[src/rtl/frequency_verdict_collector_pkg.sv]
// freq_verdict_pkg: verdict codes, FSM states and record-width helpers for frequency_verdict_collector.
// TS_BITS follows VERDICT_TIMESTAMP_EN so every record user sizes itself the same way.
package freq_verdict_pkg;
   localparam logic [1:0] VERDICT_NONE  = 2'b00;
   localparam logic [1:0] VERDICT_F1    = 2'b01;
   localparam logic [1:0] VERDICT_F2    = 2'b10;
   localparam logic [1:0] VERDICT_AMBIG = 2'b11;
   typedef enum logic [1:0] {ST_IDLE, ST_LATCH, ST_SCAN, ST_DONE} state_e;
`ifdef VERDICT_TIMESTAMP_EN
   localparam int TS_BITS = 32;
`else
   localparam int TS_BITS = 0;
`endif
   function automatic int chan_width(input int n);
      return n > 1 ? $clog2(n) : 1;
   endfunction
   function automatic int rec_width(input int n, input int cw);
      return chan_width(n) + 2 + cw + TS_BITS;
   endfunction
endpackage

[src/rtl/frequency_verdict_collector_fifo.sv]
// verdict_fifo: first-word-fall-through FIFO; a push into a full FIFO is taken when a pop happens the same cycle.
module verdict_fifo #(
   parameter int WIDTH = 8,
   parameter int DEPTH = 4,
   localparam int AW = $clog2(DEPTH)
) (
   input  logic             clk,
   input  logic             rst_n,
   input  logic             push_i,
   input  logic             pop_i,
   input  logic [WIDTH-1:0] data_i,
   output logic [WIDTH-1:0] data_o,
   output logic             full_o,
   output logic             empty_o
);
   logic [WIDTH-1:0] mem_q [DEPTH];
   logic [AW-1:0]    wr_q, rd_q;
   logic [AW:0]      cnt_q;
   logic             do_push, do_pop;

   assign empty_o = cnt_q == '0;
   assign full_o  = cnt_q == (AW+1)'(DEPTH);
   assign do_pop  = pop_i & ~empty_o;
   assign do_push = push_i & (~full_o | do_pop);
   assign data_o  = mem_q[rd_q];

   always_ff @(posedge clk or negedge rst_n) begin
      if (!rst_n) begin
         for (int i = 0; i < DEPTH; i++) mem_q[i] <= '0;
         wr_q  <= '0;
         rd_q  <= '0;
         cnt_q <= '0;
      end else begin
         if (do_push) begin
            mem_q[wr_q] <= data_i;
            wr_q        <= wr_q + 1'b1;
         end
         if (do_pop) rd_q <= rd_q + 1'b1;
         cnt_q <= cnt_q + (AW+1)'(do_push) - (AW+1)'(do_pop);
      end
   end
endmodule

[src/rtl/frequency_verdict_collector.sv]
// frequency_verdict_collector: on each window strobe, classifies every channel's f1/f2 counts and queues one record per channel.
// Define VERDICT_TIMESTAMP_EN to tag records with the cycle counter value at LATCH on result_timestamp.
module frequency_verdict_collector
   import freq_verdict_pkg::*;
#(
   parameter int NUM_CHANNELS = 3,
   parameter int COUNT_WIDTH  = 32,
   parameter int MIN_COUNT    = 16,
   parameter int RATIO_SHIFT  = 1,
   parameter int FIFO_DEPTH   = 4,
   localparam int CH_W = chan_width(NUM_CHANNELS)
) (
   input  logic                                clock,
   input  logic                                clear,
   input  logic                                enable,
   input  logic                                window_done,
   input  logic [NUM_CHANNELS*COUNT_WIDTH-1:0] f1_values,
   input  logic [NUM_CHANNELS*COUNT_WIDTH-1:0] f2_values,
   output logic                                result_valid,
   input  logic                                result_ready,
   output logic [CH_W-1:0]                     result_channel,
   output logic [1:0]                          result_code,
   output logic [COUNT_WIDTH-1:0]              result_value,
`ifdef VERDICT_TIMESTAMP_EN
   output logic [31:0]                         result_timestamp,
`endif
   output logic                                busy,
   output logic                                overflow,
   output logic [15:0]                         window_count
);
   localparam int REC_W = rec_width(NUM_CHANNELS, COUNT_WIDTH);
   localparam logic [COUNT_WIDTH-1:0] MIN_C = COUNT_WIDTH'(MIN_COUNT);
   localparam logic [CH_W-1:0] LAST = CH_W'(NUM_CHANNELS - 1);

   state_e                 state_q;
   logic [COUNT_WIDTH-1:0] f1_q [NUM_CHANNELS];
   logic [COUNT_WIDTH-1:0] f2_q [NUM_CHANNELS];
   logic [CH_W-1:0]        idx_q;
   logic                   overflow_q;
   logic [15:0]            window_count_q;
   logic                   push, pop, full, empty, pa, pb;
   logic [COUNT_WIDTH-1:0] a, b, value;
   logic [COUNT_WIDTH:0]   a_thr, b_thr;
   logic [1:0]             code;
   logic [REC_W-1:0]       rec_in, rec_out;

   assign a     = f1_q[idx_q];
   assign b     = f2_q[idx_q];
   assign pa    = a >= MIN_C;
   assign pb    = b >= MIN_C;
   // Margins are formed one bit wider so a near-full count cannot wrap past its rival.
   assign a_thr = {1'b0, a} + ({1'b0, a} >> RATIO_SHIFT);
   assign b_thr = {1'b0, b} + ({1'b0, b} >> RATIO_SHIFT);

   always_comb begin
      code  = !pa && !pb          ? VERDICT_NONE  :
              !pb                 ? VERDICT_F1    :
              !pa                 ? VERDICT_F2    :
              {1'b0, a} > b_thr   ? VERDICT_F1    :
              {1'b0, b} > a_thr   ? VERDICT_F2    : VERDICT_AMBIG;
      value = code == VERDICT_NONE ? '0 :
              code == VERDICT_F1   ? a  :
              code == VERDICT_F2   ? b  : (a > b ? a : b);
   end

   assign pop          = result_valid & result_ready;
   assign push         = state_q == ST_SCAN && (!full || pop);
   assign result_valid = ~empty;
   assign busy         = state_q != ST_IDLE;
   assign overflow     = overflow_q;
   assign window_count = window_count_q;

`ifdef VERDICT_TIMESTAMP_EN
   logic [31:0] cycle_q, stamp_q;
   always_ff @(posedge clock or negedge clear) begin
      if (!clear) cycle_q <= '0;
      else cycle_q <= cycle_q + 32'd1;
   end
   assign rec_in = {stamp_q, idx_q, code, value};
   assign {result_timestamp, result_channel, result_code, result_value} = rec_out;
`else
   assign rec_in = {idx_q, code, value};
   assign {result_channel, result_code, result_value} = rec_out;
`endif

   always_ff @(posedge clock or negedge clear) begin
      if (!clear) begin
         state_q        <= ST_IDLE;
         idx_q          <= '0;
         overflow_q     <= 1'b0;
         window_count_q <= '0;
         for (int i = 0; i < NUM_CHANNELS; i++) begin
            f1_q[i] <= '0;
            f2_q[i] <= '0;
         end
`ifdef VERDICT_TIMESTAMP_EN
         stamp_q <= '0;
`endif
      end else begin
         if (window_done && enable && state_q != ST_IDLE) overflow_q <= 1'b1;
         case (state_q)
            ST_IDLE: if (window_done && enable) begin
               // Counts are only guaranteed stable in the strobe cycle, so the shadow loads on that edge.
               for (int i = 0; i < NUM_CHANNELS; i++) begin
                  f1_q[i] <= f1_values[i*COUNT_WIDTH +: COUNT_WIDTH];
                  f2_q[i] <= f2_values[i*COUNT_WIDTH +: COUNT_WIDTH];
               end
               state_q <= ST_LATCH;
            end
            ST_LATCH: begin
               idx_q   <= '0;
`ifdef VERDICT_TIMESTAMP_EN
               stamp_q <= cycle_q;
`endif
               state_q <= ST_SCAN;
            end
            ST_SCAN: if (push) begin
               idx_q   <= idx_q + 1'b1;
               state_q <= idx_q == LAST ? ST_DONE : ST_SCAN;
            end
            default: begin
               window_count_q <= window_count_q + 16'd1;
               state_q        <= ST_IDLE;
            end
         endcase
      end
   end

   verdict_fifo #(.WIDTH(REC_W), .DEPTH(FIFO_DEPTH)) u_fifo (
      .clk    (clock),
      .rst_n  (clear),
      .push_i (push),
      .pop_i  (pop),
      .data_i (rec_in),
      .data_o (rec_out),
      .full_o (full),
      .empty_o(empty)
   );
endmodule

[config.mk]
export PLATFORM = sky130hd
export DESIGN_NAME = frequency_verdict_collector
export DESIGN_NICKNAME = d
export VERILOG_FILES = /design/src/rtl/frequency_verdict_collector_pkg.sv /design/src/rtl/frequency_verdict_collector_fifo.sv /design/src/rtl/frequency_verdict_collector.sv
export SDC_FILE = /design/constraint.sdc
export NUM_CORES = 1
export LEC_CHECK = 0
export ABC_AREA = 1
export ABC_CLOCK_PERIOD_IN_PS = 5700
export CORE_MARGIN = 1
export CORE_UTILIZATION = 50
export CTS_BUF_LIST = sky130_fd_sc_hd__clkbuf_16
export DETAILED_ROUTE_END_ITERATION = 12
export PLACE_DENSITY = 0.72
export SYNTH_ARGS = -nofsm -noshare
export SYNTH_HDL_FRONTEND = slang
export SYNTH_SLANG_ARGS = --single-unit
[constraint.sdc]
create_clock -name clock -period 5.7 [get_ports clock]
set_clock_uncertainty 0.2 [all_clocks]
set_input_delay 0.57 -clock clock [delete_from_list [all_inputs] [get_ports clock]]
set_output_delay 0.57 -clock clock [all_outputs]
set_load 0.05 [all_outputs]
==> results.yml, run 1 <==
timing:
  tightest_slew_ns: 1.19
  period_share_pct: 97.9
  setup_violations: 0
  relSlewSlack_pct: 21.0
  drv_slew: 0
  fin_crit_ns: 5.58
  finalHoldViolCount: 0
  max_freq_mhz: 179
die:
  row_count: 79
  core_mm2: 0.0465
  die_w_um: 219
  start_util_pct: 50.7
  fp.dieH_um: 219
  dieArea_mm2: 0.0480
  ios: 252
synth:
  synth_edf_count: 0
  synth_cell_types: 49
  synth_top_family_by_area: "simple AND/OR/NAND/NOR gates"
  synth_xor_area_share_pct: 2.98
  netlist_area_mm2: 0.0235
  synthTopCellsByArea: "dfrtp_1 39%, ha_1 11%, mux2_2 9.2%"
  synth_mux_area_share_pct: 9.23
  seq_area_frac_synth_pct: 38.7
  ys.flop_type: "dfrtp_1"
  synth-compound-area-share_pct: 11.4
  syn_nets: 3054
  yosysTopAreaCell: "dfrtp_1"
  avgSynthCellArea_um2: 8.92
  synth-simple-area-share_pct: 21.0
  synth-seq-cells: 364
  synthArstFlopShare_pct: 100
  synth_top_area_share_pct: 38.7
  netlist_instances: 2640
  synthAdderAreaFrac_pct: 11.6
  yosysWarnings: 0
layout:
  area_delta_synth_final_pct: 28.3
  drive_above_1_share_pct: 25.0
  final_cell_mix: "496 x nand2_1, 362 x dfrtp_1, 250 x clkdlybuf4s50_1, 205 x ha_1, 193 x mux2_2"
  stdcell_count: 3668
  final_nets: 3447
  layout_commonest_cell: "nand2_1"
  antenna_cells: 0
global_route:
  grt_pass1_wl_um: 111000
  antenna_found_initial: 0
  grt_use_total_pct: 30.1
  first_global_vias: 20200
  grt_max_degree: 200
  overflow: 0
place:
  gp_congestion: 0.984
  portBuffers: 251
  hpwl_um: 53300
  dpl.cell_count: 3546
route:
  drc: 0
  ant_nets: 0
  vias: 20900
  routed_via_density: 5.69
  totalWireLength_um: 75100
  wl_per_cell_um: 20.5
  drtPass1Iterations: 6
  drtIter0Drc: 1797
critical_path:
  crit_path_start_kind: "flip-flop"
  timing.critical_path.buf_inv: 10
  cp_top_family: "simple AND/OR/NAND/NOR gates"
  end_kind: "flip-flop"
  critPathKind: "flip-flop to flip-flop"
  required_ns: 6.01
  crit_top_cell: "nand2_1"
  worst_path_max_delay_cell: "dfrtp_2"
  critPathArrivalTime_ns: 5.89
  critPathMaxStageDelay_ns: 0.48
  crit_fanout: 11
clock_tree:
  htreeDepth: 2
  clkTransAtPathRegs_ns: 0.06
  clk_latency_ns: 0.59
  root_buffer: "clkbuf_16"
  numCtsBuffers: 41
  cts_sinks: 364
  cts_tree: "built"
  cts_buffer_depth: 3
worst_hold_path:
  holdCritPathClass: "flip-flop to flip-flop"
run_status:
  status: "finished, final reports clean"
job:
  maxCapViolations: 0
registers in the layout, indices dropped and copies added, names as in the netlist, 2 cells and up:
signal,cells
u_fifo.mem_q,144
u_fifo.cnt_q,3
state_q,2
f1_q,96
idx_q,2
window_count,16
u_fifo.wr_q,2
u_fifo.rd_q,2
f2_q,96
worst reg2reg max path, delay by kind of cell, from the launching register on:
family          cells  cell delay (ns)
simple gates       16             1.84
xor+xnor            1             0.14
flops               1             0.48
buf+inv            10             1.45
compound gates      4             0.74
fa+ha+maj           2             0.63
metrics by stage:
step | setup TNS (ns) | hold slack (ns) | instance area [um2] | worst slack (ns) | utilization [%]
floorplan | 0 | 0.0744 | 23500 | 0.449 | -
global placement | -39.26 | 0.259 | 27700 | -0.375 | 59.6
detailed placement | -48.93 | 0.261 | 27700 | -0.427 | 59.6
CTS | 0 | 0.275 | 29100 | 0.00544 | 62.7
global route | -10.96 | 0.290 | 30200 | -0.145 | 65.0
finish | 0 | 0.272 | 30200 | 0.122 | 65.0
layout make-up:
cell class	instances	area, um2
Fill cell	3759	16300
Multi-Input combinational cell	1973	13800
Sequential cell	364	9110
Timing Repair Buffer	455	4500
Clock buffer	42	1050
Tap cell	607	759
Inverter	197	749
Clock inverter	29	238
Timing Repair inverter	1	5.00
cells in the mapped netlist, types with 3 or more instances:
library cell,number
nand2_1,506
dfrtp_1,364
ha_1,214
mux2_2,193
inv_1,192
nand3_1,162
nor2_1,150
o21ai_0,133
or2_2,129
a21oi_1,109
clkbuf_1,82
a32oi_1,64
xor2_1,44
o22ai_1,37
nand2_4,36
xnor2_1,36
o21ai_2,27
nand4_1,21
nor3_1,19
a31oi_1,17
buf_1,16
nand2_2,8
a21o_1,7
o21ai_1,6
o21a_1,5
a21boi_0,4
nand3_2,4
nor4_1,4
o211ai_1,4
o21bai_1,4
a21oi_2,3
buf_12,3
buf_2,3
buf_4,3
fa_1,3
inv_2,3
o2111ai_1,3
worst paths after layout:
| kind | startpoint | to | slack [ns] | cells past startpoint |
|---|---|---|---|---|
| max reg2reg | idx_q[0] | u_fifo.mem_q[92] | 0.12 | 33 |
| max in group asynchronous | clear | f1_q[39] | 3.43 | 3 |
| max | idx_q[0] | u_fifo.mem_q[92] | 0.12 | 33 |
| min | window_count[15] | window_count[15] | 0.27 | 1 |
| min reg2reg | window_count[15] | window_count[15] | 0.27 | 1 |
| min in group asynchronous | clear | u_fifo.mem_q[30] | 0.33 | 2 |
metal layers:
| metal | routed length (um) | GRT usage, % | up-vias |
|---|---|---|---|
| met5 | 0 | 0 | - |
| li1 | - | - | 9737 |
| met4 | 2630 | 10.1 | 0 |
| met2 | 35300 | 48.8 | 790 |
| met3 | 5640 | 5.75 | 155 |
| met1 | 31400 | 40.4 | 10200 |
repair_timing:
| item | 4_1_cts | 5_1_grt |
|---|---|---|
| gates cloned | 0 | 12 |
| setup endpoints to repair | 136 | 134 |
| hold endpoints to repair | 61 | 0 |
| gates resized for setup | 23 | 121 |
| setup buffers | 2 | 36 |
| hold buffers | 1 | 0 |
| pin swaps | 3 | 26 |
cell families (layout without fill, tap and decap cells):
family                   after synthesis  count (layout)
flip-flops                           364             364
adder cells (fa/ha/maj)              217             217
buffers and inverters                304             724
AND/OR/NAND/NOR                     1051            1052
AO/OA/AOI/OAI                        431             431
XOR/XNOR                              80              80
multiplexers                         193             193
Power of run 1 is left out: the tool's default activity adds up to more than one toggle a clock period on the data nets, which glitch-free logic cannot reach.
==> run 2, diff against run 1 <==
--- a/config.mk
+++ b/config.mk
@@ -6,7 +6,8 @@
 export NUM_CORES = 1
 export LEC_CHECK = 0
 export ABC_AREA = 1
-export ABC_CLOCK_PERIOD_IN_PS = 5700
+export ABC_CLOCK_PERIOD_IN_PS = 5400
+export CAP_MARGIN = 40
 export CORE_MARGIN = 1
 export CORE_UTILIZATION = 50
 export CTS_BUF_LIST = sky130_fd_sc_hd__clkbuf_16
==> constraint.sdc (replaced) <==
create_clock -name clock -period 5.4 [get_ports clock]
set_clock_uncertainty 0.2 [all_clocks]
set_input_delay 0.54 -clock clock [delete_from_list [all_inputs] [get_ports clock]]
set_output_delay 0.54 -clock clock [all_outputs]
set_load 0.05 [all_outputs]
==> results.yml, run 2 (synthesized netlist as in run 1, its figures left out) <==
die:
  row_count: 79
  die_w_um: 219
  dieArea_mm2: 0.0480
  start_util_pct: 50.7
  core_mm2: 0.0465
  ios: 252
  fp.dieH_um: 219
timing:
  relSlewSlack_pct: 34.2
  drv_slew: 0
  whs_ns: 0.270
  setup_violations: 122
  fin_crit_ns: 5.52
  finalHoldViolCount: 0
  period_share_pct: 102
  rsz0062_at_grt: "yes"
  tightest_slew_ns: 0.985
  max_freq_mhz: 181
  worst_slack_ns: -0.120
place:
  gp_congestion: 0.951
  dpl.cell_count: 3657
  dpl_cell_area_mm2: 0.0285
  portBuffers: 251
  hpwl_um: 54800
critical_path:
  cp-endpoint: "u_fifo.mem_q[63]"
  cp-startpoint: "idx_q[0]"
  critPathMaxStageDelay_ns: 0.49
  crit_top_cell: "buf_12"
  worst_path_max_delay_cell: "dfrtp_2"
  r2r_slack_ns: -0.12
  reg2reg_depth: 32
  end_kind: "flip-flop"
  critPathKind: "flip-flop to flip-flop"
  r2r-end: "u_fifo.mem_q[63]"
  crit_fanout: 22
  required_ns: 5.71
  critPathArrivalTime_ns: 5.83
  crit_path_start_kind: "flip-flop"
  r2r_start: "idx_q[0]"
global_route:
  grt_use_total_pct: 31.2
  grt_max_degree: 121
  antenna_found_initial: 0
  first_global_vias: 21300
  overflow: 0
  grt_pass1_wl_um: 116000
job:
  maxCapViolations: 0
route:
  vias: 21700
  routed_via_density: 5.71
  met3WireLength_um: 5510
  top_layer: "met4"
  ant_nets: 0
  totalWireLength_um: 77600
  drc: 0
  wl_per_cell_um: 20.4
  drtIter0Drc: 1750
  drtPass1Iterations: 8
  wl_met2_um: 37000
  met1_length_um: 32000
clock_tree:
  cts_sinks: 364
  htreeDepth: 2
  numCtsBuffers: 40
  root_buffer: "clkbuf_16"
  cts_buffer_depth: 3
  cts_tree: "built"
  clk_latency_ns: 0.58
  clkTransAtPathRegs_ns: 0.07
layout:
  drive_above_1_share_pct: 32.7
  largest_reg_flops: 144
  regArea_mm2: 0.00911
  multiInputGateArea_mm2: 0.0149
  stdcell_count: 3801
  final_nets: 3579
  layout_commonest_cell: "nand2_1"
  area_delta_synth_final_pct: 37.4
  top_register: "u_fifo.mem_q"
  fillerInstances: 3429
  reg_top3: "u_fifo.mem_q x144, f1_q x96, f2_q x96"
  antenna_cells: 0
  final_cell_mix: "485 x nand2_1, 362 x dfrtp_1, 286 x buf_4, 250 x clkdlybuf4s50_1, 193 x mux2_2"
  design_area_mm2: 0.0324
worst_hold_path:
  hold_path_depth: 2
  holdCritPathClass: "flip-flop to flip-flop"
run_status:
  violations: "setup timing"
  status: "finished, violations left"
## run 2: cell types whose count changed in the layout (fill, tap and decap cells not counted), moves of 13 or more
cell	previous run	this run
nand3_2	3	65
inv_1	191	177
a21oi_1	99	86
buf_4	164	286
nand3_1	162	100
o21ai_2	34	17
o21ai_4	0	22
ha_4	5	23
ha_1	205	185
## run 2: critical path, delay by kind of cell (launching register included)
kind	cells	cell delay, ns
buffers and inverters	10	1.29
flip-flops	1	0.49
adder cells (fa/ha/maj)	2	0.52
XOR/XNOR	1	0.17
AO/OA/AOI/OAI	7	1.10
AND/OR/NAND/NOR	12	1.64
## run 2: how the worst min path moves through the flow
stage	start	slack, ns	to
floorplan	clear	0.04	f1_q[0]
global placement	u_fifo.mem_q[88]	0.26	u_fifo.mem_q[88]
detailed placement	u_fifo.mem_q[54]	0.26	u_fifo.mem_q[54]
CTS	u_fifo.mem_q[96]	0.28	u_fifo.mem_q[96]
global route	u_fifo.mem_q[64]	0.28	u_fifo.mem_q[64]
finish	u_fifo.mem_q[36]	0.27	u_fifo.mem_q[36]
## run 2: layout make-up
class,instances,area share (%)
multi-input cells,1972,46.1
repair inverters,1,0.0155
flip-flops and latches,364,28.2
repair buffers,589,17.3
clock inverters,30,0.526
inverters,197,2.32
well taps,607,2.35
clock buffers,41,3.17
## run 2: per-stage QoR
step	utilization (%)	setup WS (ns)	TNS, ns
final	69.6	-0.120	-5.23
after global routing	69.6	-0.325	-34.10
after CTS	65.6	0.00157	0
after detailed placement	61.4	-0.609	-72.39
after global placement	61.4	-0.540	-48.09
after floorplan	-	0.149	0
## run 2: layer usage
layer  up-vias  global-route usage [%]
li1      10000                       -
met5         -                       0
met3       178                    5.49
met1     10600                    40.4
met4         0                    12.8
met2       874                    51.4
## run 2: what timing repair did
item,in CTS,in global routing
setup buffers,27,37
hold buffers,1,0
endpoints found under the setup margin,136,136
resized for setup,88,275
endpoints found under the hold margin,76,0
gates cloned,2,7
pin swaps,23,131
Power of run 2 is left out for the same reason.
